**config.mk**
```make
export PLATFORM = sky130hd
export DESIGN_NAME = aes_word_stream_if
export DESIGN_NICKNAME = d
export VERILOG_FILES = /design/src/rtl/aes_word_stream_if.sv
export SDC_FILE = /design/constraint.sdc
export NUM_CORES = 1
export LEC_CHECK = 0
export CORE_AREA = 5 5 179 181
export CTS_BUF_LIST = sky130_fd_sc_hd__clkbuf_4 sky130_fd_sc_hd__clkbuf_8
export CTS_CLUSTER_DIAMETER = 150
export CTS_CLUSTER_SIZE = 28
export DETAILED_ROUTE_END_ITERATION = 10
export DIE_AREA = 0 0 184 186
export HOLD_SLACK_MARGIN = 0.08
export PLACE_DENSITY_LB_ADDON = 0.25
export SYNTH_ARGS = -nofsm -noshare
export SYNTH_HDL_FRONTEND = slang
export SYNTH_SLANG_ARGS = --single-unit
export TNS_END_PERCENT = 20
```
**constraint.sdc**
```tcl
create_clock -name CLK -period 5.59 [get_ports CLK]
set_clock_uncertainty 0.05 [all_clocks]
set_input_delay 0.559 -clock CLK [delete_from_list [all_inputs] [get_ports CLK]]
set_output_delay 0.559 -clock CLK [all_outputs]
set_load 0.02 [all_outputs]
```
**src/rtl/aes_word_stream_if.sv**
```systemverilog
// Word-serial front/back end for a 128-bit AES core: gathers key/text words into
// 128-bit registers, strobes the core, then drains the ciphertext as words.
module aes_word_stream_if #(
    parameter int unsigned WORD_W  = 32,
    parameter int unsigned TIMEOUT = 64
) (
    input  logic              CLK,
    input  logic              rst_n,
    input  logic              s_valid,
    output logic              s_ready,
    input  logic [WORD_W-1:0] s_data,
    input  logic              s_key_upd,
    output logic              core_valid,
    output logic [127:0]      core_key,
    output logic [127:0]      core_plain,
    input  logic [127:0]      core_cypher,
    input  logic              core_done,
    output logic              m_valid,
    input  logic              m_ready,
    output logic [WORD_W-1:0] m_data,
    output logic              busy,
    output logic              err
);

    localparam int unsigned   NW     = 128 / WORD_W;
    localparam int unsigned   CW     = $clog2(NW);
    localparam int unsigned   TW     = $clog2(TIMEOUT);
    localparam logic [CW-1:0] LAST_W = CW'(NW - 1);
    // Timeout fires on the WAIT cycle where the counter would step to TIMEOUT-1
    localparam logic [TW-1:0] LAST_T = TW'(TIMEOUT - 2);

    typedef enum logic [2:0] {
        S_IDLE,
        S_LOAD_KEY,
        S_LOAD_TXT,
        S_START,
        S_WAIT,
        S_DRAIN
    } state_t;

    state_t        r_state;
    logic          r_s_ready;
    logic          r_core_valid;
    logic          r_m_valid;
    logic          r_err;
    logic [127:0]  r_key;
    logic [127:0]  r_plain;
    logic [127:0]  r_cypher;
    logic [CW-1:0] r_wcnt;
    logic [TW-1:0] r_tcnt;

    logic          w_s_hs;
    logic          w_m_hs;
    logic [127:0]  w_key_shift;
    logic [127:0]  w_plain_shift;

    assign w_s_hs        = s_valid & r_s_ready;
    assign w_m_hs        = r_m_valid & m_ready;
    assign w_key_shift   = {r_key[127-WORD_W:0], s_data};
    assign w_plain_shift = {r_plain[127-WORD_W:0], s_data};

    assign s_ready    = r_s_ready;
    assign core_valid = r_core_valid;
    assign core_key   = r_key;
    assign core_plain = r_plain;
    assign m_valid    = r_m_valid;
    assign m_data     = r_cypher[127 -: WORD_W];
    assign busy       = (r_state != S_IDLE);
    assign err        = r_err;

    always_ff @(posedge CLK or negedge rst_n) begin
        if (!rst_n) begin
            r_state      <= S_IDLE;
            r_s_ready    <= 1'b0;
            r_core_valid <= 1'b0;
            r_m_valid    <= 1'b0;
            r_err        <= 1'b0;
            r_key        <= '0;
            r_plain      <= '0;
            r_cypher     <= '0;
            r_wcnt       <= '0;
            r_tcnt       <= '0;
        end else begin
            r_core_valid <= 1'b0;
            r_err        <= 1'b0;
            case (r_state)
                S_IDLE: begin
                    r_s_ready <= 1'b1;
                    if (w_s_hs) begin
                        r_wcnt <= CW'(1);
                        if (s_key_upd) begin
                            r_key   <= w_key_shift;
                            r_state <= S_LOAD_KEY;
                        end else begin
                            r_plain <= w_plain_shift;
                            r_state <= S_LOAD_TXT;
                        end
                    end
                end
                S_LOAD_KEY: begin
                    if (w_s_hs) begin
                        r_key <= w_key_shift;
                        if (r_wcnt == LAST_W) begin
                            r_wcnt  <= '0;
                            r_state <= S_LOAD_TXT;
                        end else begin
                            r_wcnt <= r_wcnt + 1'b1;
                        end
                    end
                end
                S_LOAD_TXT: begin
                    if (w_s_hs) begin
                        r_plain <= w_plain_shift;
                        if (r_wcnt == LAST_W) begin
                            r_wcnt       <= '0;
                            r_s_ready    <= 1'b0;
                            r_core_valid <= 1'b1;
                            r_state      <= S_START;
                        end else begin
                            r_wcnt <= r_wcnt + 1'b1;
                        end
                    end
                end
                S_START: begin
                    r_tcnt  <= '0;
                    r_state <= S_WAIT;
                end
                S_WAIT: begin
                    // done takes priority over a coincident timeout
                    if (core_done) begin
                        r_cypher  <= core_cypher;
                        r_m_valid <= 1'b1;
                        r_state   <= S_DRAIN;
                    end else if (r_tcnt == LAST_T) begin
                        r_err     <= 1'b1;
                        r_plain   <= '0;
                        r_s_ready <= 1'b1;
                        r_state   <= S_IDLE;
                    end else begin
                        r_tcnt <= r_tcnt + 1'b1;
                    end
                end
                S_DRAIN: begin
                    if (w_m_hs) begin
                        r_cypher <= {r_cypher[127-WORD_W:0], {WORD_W{1'b0}}};
                        if (r_wcnt == LAST_W) begin
                            r_wcnt    <= '0;
                            r_m_valid <= 1'b0;
                            r_s_ready <= 1'b1;
                            r_state   <= S_IDLE;
                        end else begin
                            r_wcnt <= r_wcnt + 1'b1;
                        end
                    end
                end
                default: r_state <= S_IDLE;
            endcase
        end
    end

endmodule

```
# Yosys cells after proc, flatten, opt, wreduce, memory -nomap -nowiden
# Cells that the tools add are included.
[word_totals]
out_inout_bits = 293
ff_bits = 399
[op_classes]
addsub = 2
n_reduce_logical = 17
mux = 48
bitwise = 2
n_eq_ne = 22
[ops]
columns = ["operator", "count"]
rows = [
  ["$mux W128", 10],
  ["$pmux W128 S2", 2],
  ["$pmux W128 S3", 1],
  ["$mux W3", 9],
  ["$ne A2 B2 Y1 const B", 13],
  ["$pmux W3 S6", 1],
  ["$mux W1", 14],
  ["$mux W6", 2],
  ["$pmux W6 S2", 1],
  ["$reduce_and A4 Y1", 3],
  ["$mux W2", 5],
  ["$reduce_bool A3 Y1", 3],
  ["$reduce_and A8 Y1", 1],
  ["$reduce_and A7 Y1", 1],
  ["$add A6 B1 Y6 const B", 1],
  ["$eq A3 B2 Y1 const B", 2],
  ["$eq A3 B3 Y1 const B", 2],
  ["$eq A6 B6 Y1 const B", 1],
  ["$pmux W2 S3", 1],
  ["$reduce_and A3 Y1", 2],
  ["$reduce_and A6 Y1", 1],
  ["$reduce_bool A2 Y1", 3],
  ["$pmux W1 S4", 1],
  ["$reduce_bool A4 Y1", 1],
  ["9 further kinds", 10],
]

# Depth between registers and ports, before layout
# Gate-level depths: netlist (run 1).
[logic_depth]
ltp_word = 4
ltp_mapped = 8

# Worst setup path before layout (run 1)
# Ideal clock, no wire load.
[synth_timing]
path_kind = "input port to flip-flop"
from = "in s_valid"
to = "reg r_key[10] (netlist: core_key[10])"
arrival_ns = 1.615
path_buffers = 2
t_required_ns = 5.415
setup_ns = 0.125
path_slack_ns = 3.800
path_stages = 5
cell_sequence = "nand2_1 nor4_1 buf_2 buf_4 mux2_2"
[synth_between]
elab_chain_cells = 3
[synth_lines]
columns = ["item", "line_no", "source"]
rows = [
  ["start: declaration", "9", "input logic s_valid,"],
  ["$and A1 B1 Y1 *", "57", "assign w_s_hs = s_valid & r_s_ready;"],
  ["$ne A2 B2 Y1 (no line)", "n/a", ""],
  ["$reduce_and A4 Y1 (no line) *", "n/a", ""],
  ["end signal: assignment", "92", "r_key <= w_key_shift;"],
  ["end signal: assignment", "102", "r_key <= w_key_shift;"],
  ["end: declaration", "46", "logic [127:0] r_key;"],
]
# Mark *: on every way between the ends. The rest lies on a longest branch, timed or not.
# A chain may end at the register's enable or synchronous reset.

# Worst setup path in the final report (run 1)
[layout_timing]
from = "reg r_state[0]"
to = "reg r_plain[102] (netlist: core_plain[102])"
[layout_between]
elab_chain_cells = 3
[layout_lines]
columns = ["item", "line_no", "source"]
rows = [
  ["start: declaration", "41", "state_t r_state;"],
  ["start signal: assignment", "73", "r_state <= S_IDLE;"],
  ["start signal: assignment", "93", "r_state <= S_LOAD_KEY;"],
  ["start signal: assignment", "96", "r_state <= S_LOAD_TXT;"],
  ["$eq A3 B3 Y1 (tied with other cells)", "86", "case (r_state)"],
  ["$ne A2 B2 Y1 (no line) or $reduce_bool A3 Y1 (tied branches)", "n/a", ""],
  ["$reduce_and A6 Y1 (no line)", "n/a", ""],
  ["end signal: assignment", "95", "r_plain <= w_plain_shift;"],
  ["end signal: assignment", "113", "r_plain <= w_plain_shift;"],
  ["end: declaration", "47", "logic [127:0] r_plain;"],
]
# Parallel ways exist; a longest one is shown, timed or not.

==> results of run 1 <==
[final cells by class]
| type | count | area (um^2) |
|---|---|---|
| diodes | 3 | 7.507 |
| clock buffers | 19 | 261.5 |
| clock inverters | 1 | 30.03 |
| fillers | 2165 | 9508 |
| inverters | 3 | 11.26 |
| multi-input cells | 660 | 5229 |
| flip-flops and latches | 399 | 9985 |
| well taps | 396 | 495.5 |
| repair buffers | 468 | 4742 |
[logic make-up (layout without fill, tap and decap cells)]
kind of cell	Yosys count	in the layout	synth area share
AO/OA/AOI/OAI	281	281	0.1308
AND/OR/NAND/NOR	145	145	0.03863
buffers and inverters	120	491	0.04163
flip-flops	399	399	0.6304
other	0	3	0
multiplexers	231	231	0.1561
adder cells (fa/ha/maj)	3	3	0.002370
[through the flow]
| step | setup WS (ps) | power [mW] | hold slack, ps |
|---|---|---|---|
| after floorplan | 3800 | 8.142 | 213.4 |
| after global placement | 2472 | 10.62 | 409.5 |
| after detailed placement | 2394 | 10.81 | 419.5 |
| after CTS | 2665 | 11.96 | 447.7 |
| after global routing | 2459 | 12.52 | 468.6 |
| final | 2643 | 11.82 | 442.2 |
[flip-flops by register name, indices dropped and copies added (netlist names), 2 cells and up]
register and cells:
r_tcnt 6, core_plain 128, core_key 128, r_cypher 128, r_state 3, r_wcnt 2
[cells in the mapped netlist, types with 3 or more instances]
| cell type | number |
|---|---|
| mux2_1 | 100 |
| a21oi_1 | 3 |
| nor2_1 | 13 |
| nand2b_1 | 6 |
| mux2i_1 | 103 |
| inv_1 | 3 |
| mux2_2 | 28 |
| ha_1 | 3 |
| buf_2 | 50 |
| nand3_1 | 4 |
| o21ai_0 | 60 |
| clkbuf_1 | 28 |
| buf_4 | 37 |
| o21ai_1 | 40 |
| nand2_1 | 109 |
| a22o_1 | 161 |
| dfrtp_1 | 399 |
[critical path, delay by kind of cell (launching register included)]
family                 cells  cell delay (ps)
buffers and inverters      2              720
AO/OA/AOI/OAI              2              440
AND/OR/NAND/NOR            1              920
flip-flops                 1              710
[worst min path at each step]
stage                              from            end  cells past startpoint
after detailed placement   r_cypher[63]   r_cypher[63]                      2
after CTS                  r_cypher[63]   r_cypher[63]                      2
after floorplan                   rst_n    core_key[0]                      0
final                      r_cypher[63]   r_cypher[63]                      2
after global placement     r_cypher[72]   r_cypher[72]                      2
after global routing      core_key[121]  core_key[121]                      1
[metal layers]
layer  part of all wire  wire length (um)  up-vias  global-route usage
met5            0.00032                13        -                   0
met2               0.50             19940      386              0.3769
met1               0.40             16070     5312              0.3000
met3              0.084              3379       48             0.06254
li1                   -                 -     4942                   -
met4              0.020               792        2             0.05206
[power by group through the flow]
stage / clock [mW] / sequential [mW] / combinational [mW]
2_1_floorplan: 0 / 5.92 / 2.23
3_3_place_gp: 0 / 5.11 / 5.51
3_5_place_dp: 0 / 5.18 / 5.63
4_1_cts: 1.20 / 5.12 / 5.64
5_1_grt: 1.29 / 5.30 / 5.93
6_report: 1.14 / 5.12 / 5.56
[what timing repair did]
action                    in CTS  in global routing
setup buffers                  0                  0
hold buffers                   1                  0
hold endpoints to repair      94                  0
[layout by cell type, fill, tap and decap left out, types with 2 or more instances in the layout]
master,synthesis,routed
clkdlybuf4s50_1,0,457
dfrtp_1,399,399
a22o_1,161,161
nand2_1,109,109
mux2i_1,103,103
mux2_1,100,100
o21ai_0,60,60
o21ai_1,40,40
mux2_2,28,28
clkbuf_8,0,19
nor2_1,13,12
buf_12,0,6
nand2b_1,6,5
nand3_1,4,4
diode_2,0,3
inv_1,3,3
a21oi_1,3,3
ha_1,3,3
buf_4,37,3
a31oi_1,2,2
o22ai_1,2,2
nand3b_1,2,2
o31ai_1,2,2
nand4_1,2,2
nor3_1,2,2
==> impl_metrics.tcl, run 1 <==
set metrics [dict create \
    htree_levels 1 \
    clkSinkCount 399 \
    ctsResizeCount 0 \
    yosysTopAreaCell "dfrtp_1" \
    area_delta_synth_final_pct 31.09 \
    detail-route-antenna-nets 0 \
    fin_util 0.6859 \
    seq_power_share 0.433 \
    crit_path_end "core_plain[102]" \
    critPathSlowestCell "nand2b_4" \
    drv_slew 0 \
    setup_violations 0 \
    drc 0 \
    startpoint_type "flip-flop" \
    grt_pass1_vias 10452 \
    rsz0062_at_grt "no" \
    synth_ff_type "dfrtp_1" \
    power_density_nw_per_um2 569.5 \
    grt_pass1_wl_um 61650 \
    io_pins 459 \
    clockPowerShare 0.096 \
    status "finished clean" \
    drive_above_1_share 0.04323 \
    tightest_slew_ps 1168 \
    core_area_um2 30270 \
    crit_chain "inv_1 > o21ai_1 > nand2b_4 > buf_4 > a22o_1" \
    syn_avg_cell_area_um2 13.43 \
    tritoncts "yes" \
    post-route-period-util 0.5271 \
    crit_type "flip-flop to flip-flop" \
    p_leak_nw 9.721 \
    drv_cap 0 \
    nNetsFinal 1719 \
    p_switching_mw 4.556 \
    fin_tns_setup_ps 0 \
    routed_wl_um 40200 \
    num_vias 10690 \
    power.share.switching 0.3853 \
    min_path_type "flip-flop to flip-flop" \
    syn_nets 1348 \
    maxSlewHeadroom 0.2191 \
    power_frac_comb 0.470 \
    dieArea_um2 34220 \
    placed_area_um2 20450 \
    reg2reg_to "core_plain[102]" \
    drtIter0Drc 699 \
    synthDistinctLibCells 42 \
    clk_pin_slew_ps 150 \
    vdd_ir_drop_max_mv 0.3082 \
    synth-seq-area-share 0.6304 \
    reg2reg_from "r_state[0]" \
    rows 64 \
    die_h_um 186 \
    instances_no_fill 1949 \
    synth_edf_count 0 \
    cts_root_buf "clkbuf_8" \
    cp-startpoint "r_state[0]" \
    endpoint_kind "flip-flop" \
    r2r_cells 5 \
    async_reset_ff_frac 1.000 \
    die_x_um 184 \
    portBuffers 458 \
    grt_max_degree 186 \
    finalCriticalPeriod_ps 2947 \
    stdcell_area_um2 20760 \
    synth_area_um2 15840 \
    post-dp-hpwl_um 29310 \
    synth_seq_cells 399 \
    antenna_found_initial 5 \
    cts_max_path_buffers 3 \
    internal-power_mw 7.267 \
    ys_warn_count 0 \
    fmax_ghz 0.3394 \
    viasPerCell 5.485 \
    post_drt_wl_per_cell_um 20.62 \
    floorplan.initialDensity 0.5232 \
    track_usage 0.2264 \
    overflow 0 \
    gp_congestion 0.8192 \
    cts_buffers 18 \
    worstPathRequired_ps 6050 \
    drt_first_pass_iters 5 \
    max_stage_delay_ps 920 \
    synthTopCellsByArea "dfrtp_1 (63%), a22o_1 (8.9%), mux2_1 (7.1%)" \
    clk_latency_ps 560 \
    hold_violations 0 \
    cp.arrival_ps 3410 \
    cp_max_fo 102 \
    placed_cells 1925 \
    yosys.area.top_type_share 0.6304 \
    r2r_setup_slack_ps 2640 \
    syn_inst 1179 \
]
Note: power is estimated with default switching activity, not from simulation.
==> run 2: changes to the inputs <==
CORE_AREA = 5 5 196 198   (was 5 5 179 181)
DIE_AREA = 0 0 201 203   (was 0 0 184 186)
clock period = 2.5 ns   (was 5.59 ns; I/O delays follow)
==> run 2 against run 1 <==
Total power grew 130%. Hold slack lost 250 ps. Utilization shrank 10 points. Global-route usage shrank 2.3 points. Register-to-register slack lost 2500 ps. Wire length grew 7.1%. Setup slack lost 2500 ps. Sequential power grew 120%. Via count grew 1.9%. Cell area grew 2.5%. Die area grew 19%. Largest cell class unchanged. Largest power group unchanged. Highest routed layer unchanged.
==> impl_metrics.tcl, run 2 (same netlist as run 1, synthesis figures left out) <==
set metrics [dict create \
    status "finished clean" \
    maxSlewHeadroom 0.3512 \
    track_usage 0.2033 \
    clk_latency_ps 590 \
    drv_slew 0 \
    grt_max_degree 86 \
    worstHoldStart "core_cypher[25]" \
    tritoncts "yes" \
    detail-route-antenna-nets 0 \
    cp.arrival_ps 2830 \
    routed_wl_um 43060 \
    antenna_found_initial 4 \
    power_density_nw_per_um2 1267 \
    power.share.switching 0.3888 \
    nNetsFinal 1758 \
    cp-startpoint "r_state[2]" \
    drv_cap 0 \
    io_pins 459 \
    p_switching_mw 10.48 \
    post_drt_wl_per_cell_um 20.90 \
    placed_cells 2032 \
    met2_usage 0.3375 \
    setup_violations 0 \
    viasPerCell 5.290 \
    rsz0062_at_grt "no" \
    finalCriticalPeriod_ps 2370 \
    die_h_um 203 \
    core_area_um2 36350 \
    startpoint_type "flip-flop" \
    met1_usage 0.2680 \
    min_path_type "primary input to flip-flop" \
    fmax_ghz 0.4219 \
    gp_congestion 0.8430 \
    drtIter0Drc 566 \
    tightest_slew_ps 972.1 \
    grt_pass1_wl_um 66950 \
    die_x_um 201 \
    post-route-period-util 0.9480 \
    clk_pin_slew_ps 160 \
    htree_levels 1 \
    post_cts_buffers 0 \
    power_frac_comb 0.478 \
    grt.busiest_layer "met2" \
    area_delta_synth_final_pct 34.36 \
    cts_root_buf "clkbuf_8" \
    setup_ws_ps 130.0 \
    clockPowerShare 0.097 \
    drc 0 \
    portBuffers 458 \
    floorplan.initialDensity 0.4357 \
    num_vias 10898 \
    rows 70 \
    drive_above_1_share 0.06671 \
    hold_violations 0 \
    seq_power_share 0.425 \
    fin_util 0.5854 \
    post-dp-hpwl_um 32040 \
    dieArea_um2 40800 \
    clkSinkCount 399 \
    overflow 0 \
    reg2reg_from "r_state[2]" \
    endpoint_kind "flip-flop" \
    grt_use_met3 0.05958 \
    final_common_cell "clkdlybuf4s50_1" \
    final_cell_mix "clkdlybuf4s50_1 (456), dfrtp_1 (398), a22o_1 (161), nand2_1 (109), mux2i_1 (103)" \
    grt_pass1_vias 11172 \
    cts_buffers 18 \
    p_leak_nw 9.959 \
    drt_first_pass_iters 5 \
    internal-power_mw 16.48 \
    crit_type "flip-flop to flip-flop" \
    vdd_ir_drop_max_mv 0.7044 \
    dp_slack_ps -56.14 \
    cp_max_fo 19 \
    cts_max_path_buffers 3 \
    worstPathRequired_ps 2960 \
    instances_no_fill 2060 \
]
==> run 2: worst max-delay path, cell delays in order (launching register included) <==
cell	delay (ps)
dfrtp_2	490
nand3b_1	540
nor2_2	950
a22o_1	270
==> run 2: layout make-up <==
type,count,area [um^2]
Clock inverter,1,30.03
Inverter,3,11.26
Tap cell,468,585.6
Antenna cell,3,7.507
Multi-Input combinational cell,662,5245
Sequential cell,399,9986
Clock buffer,19,261.5
Timing Repair Buffer,505,5152
Fill cell,2973,15070
==> run 2: final timing paths <==
check / slack (ps) / end / depth (start not counted)
worst max-delay path: 130 / core_plain[75] / 3
worst min-delay path: 190 / r_cypher[25] / 2
worst max register to register: 130 / core_plain[75] / 3
worst min register to register: 440 / r_cypher[48] / 2
max in group asynchronous: 520 / core_plain[26] / 4
min in group asynchronous: 620 / core_key[99] / 3
==> run 2: repair_timing <==
action / in CTS / in global routing
hold buffers: 3 / 0
setup endpoints to repair: 0 / 69
endpoints found under the hold margin: 399 / 0
resized for setup: 0 / 3
==> run 2: routing by layer <==
metal | up-vias | share of wire
met2 | 400 | 0.48
met3 | 52 | 0.081
met4 | 4 | 0.020
met1 | 5418 | 0.41
li1 | 5024 | -
met5 | - | 0.00074
==> run 2: through the flow <==
step / setup TNS [ps] / instance area [um^2] / hold slack (ps) / total power, mW
floorplan: 0 / 15840 / -95.59 / 18.21
global placement: -879.0 / 20930 / 144.2 / 24.24
detailed placement: -1715 / 20930 / 159.8 / 24.60
CTS: 0 / 21250 / 138.9 / 27.23
global route: 0 / 21280 / 140.9 / 28.59
finish: 0 / 21280 / 193.2 / 26.96
==> run 2: power by group through the flow <==
stage / logic (mW) / registers (mW) / clock network, mW
after CTS: 13.0 / 11.5 / 2.75
after global placement: 12.8 / 11.5 / 0
final: 12.9 / 11.5 / 2.61
after global routing: 13.8 / 11.8 / 2.96
after floorplan: 4.98 / 13.2 / 0
after detailed placement: 13.0 / 11.6 / 0
==> run 3: changes to the inputs <==
GPL_TIMING_DRIVEN = 1   (was default)
==> results of run 3 <==
Same layout as run 2: the final DEF is identical, and so are final timing and power.
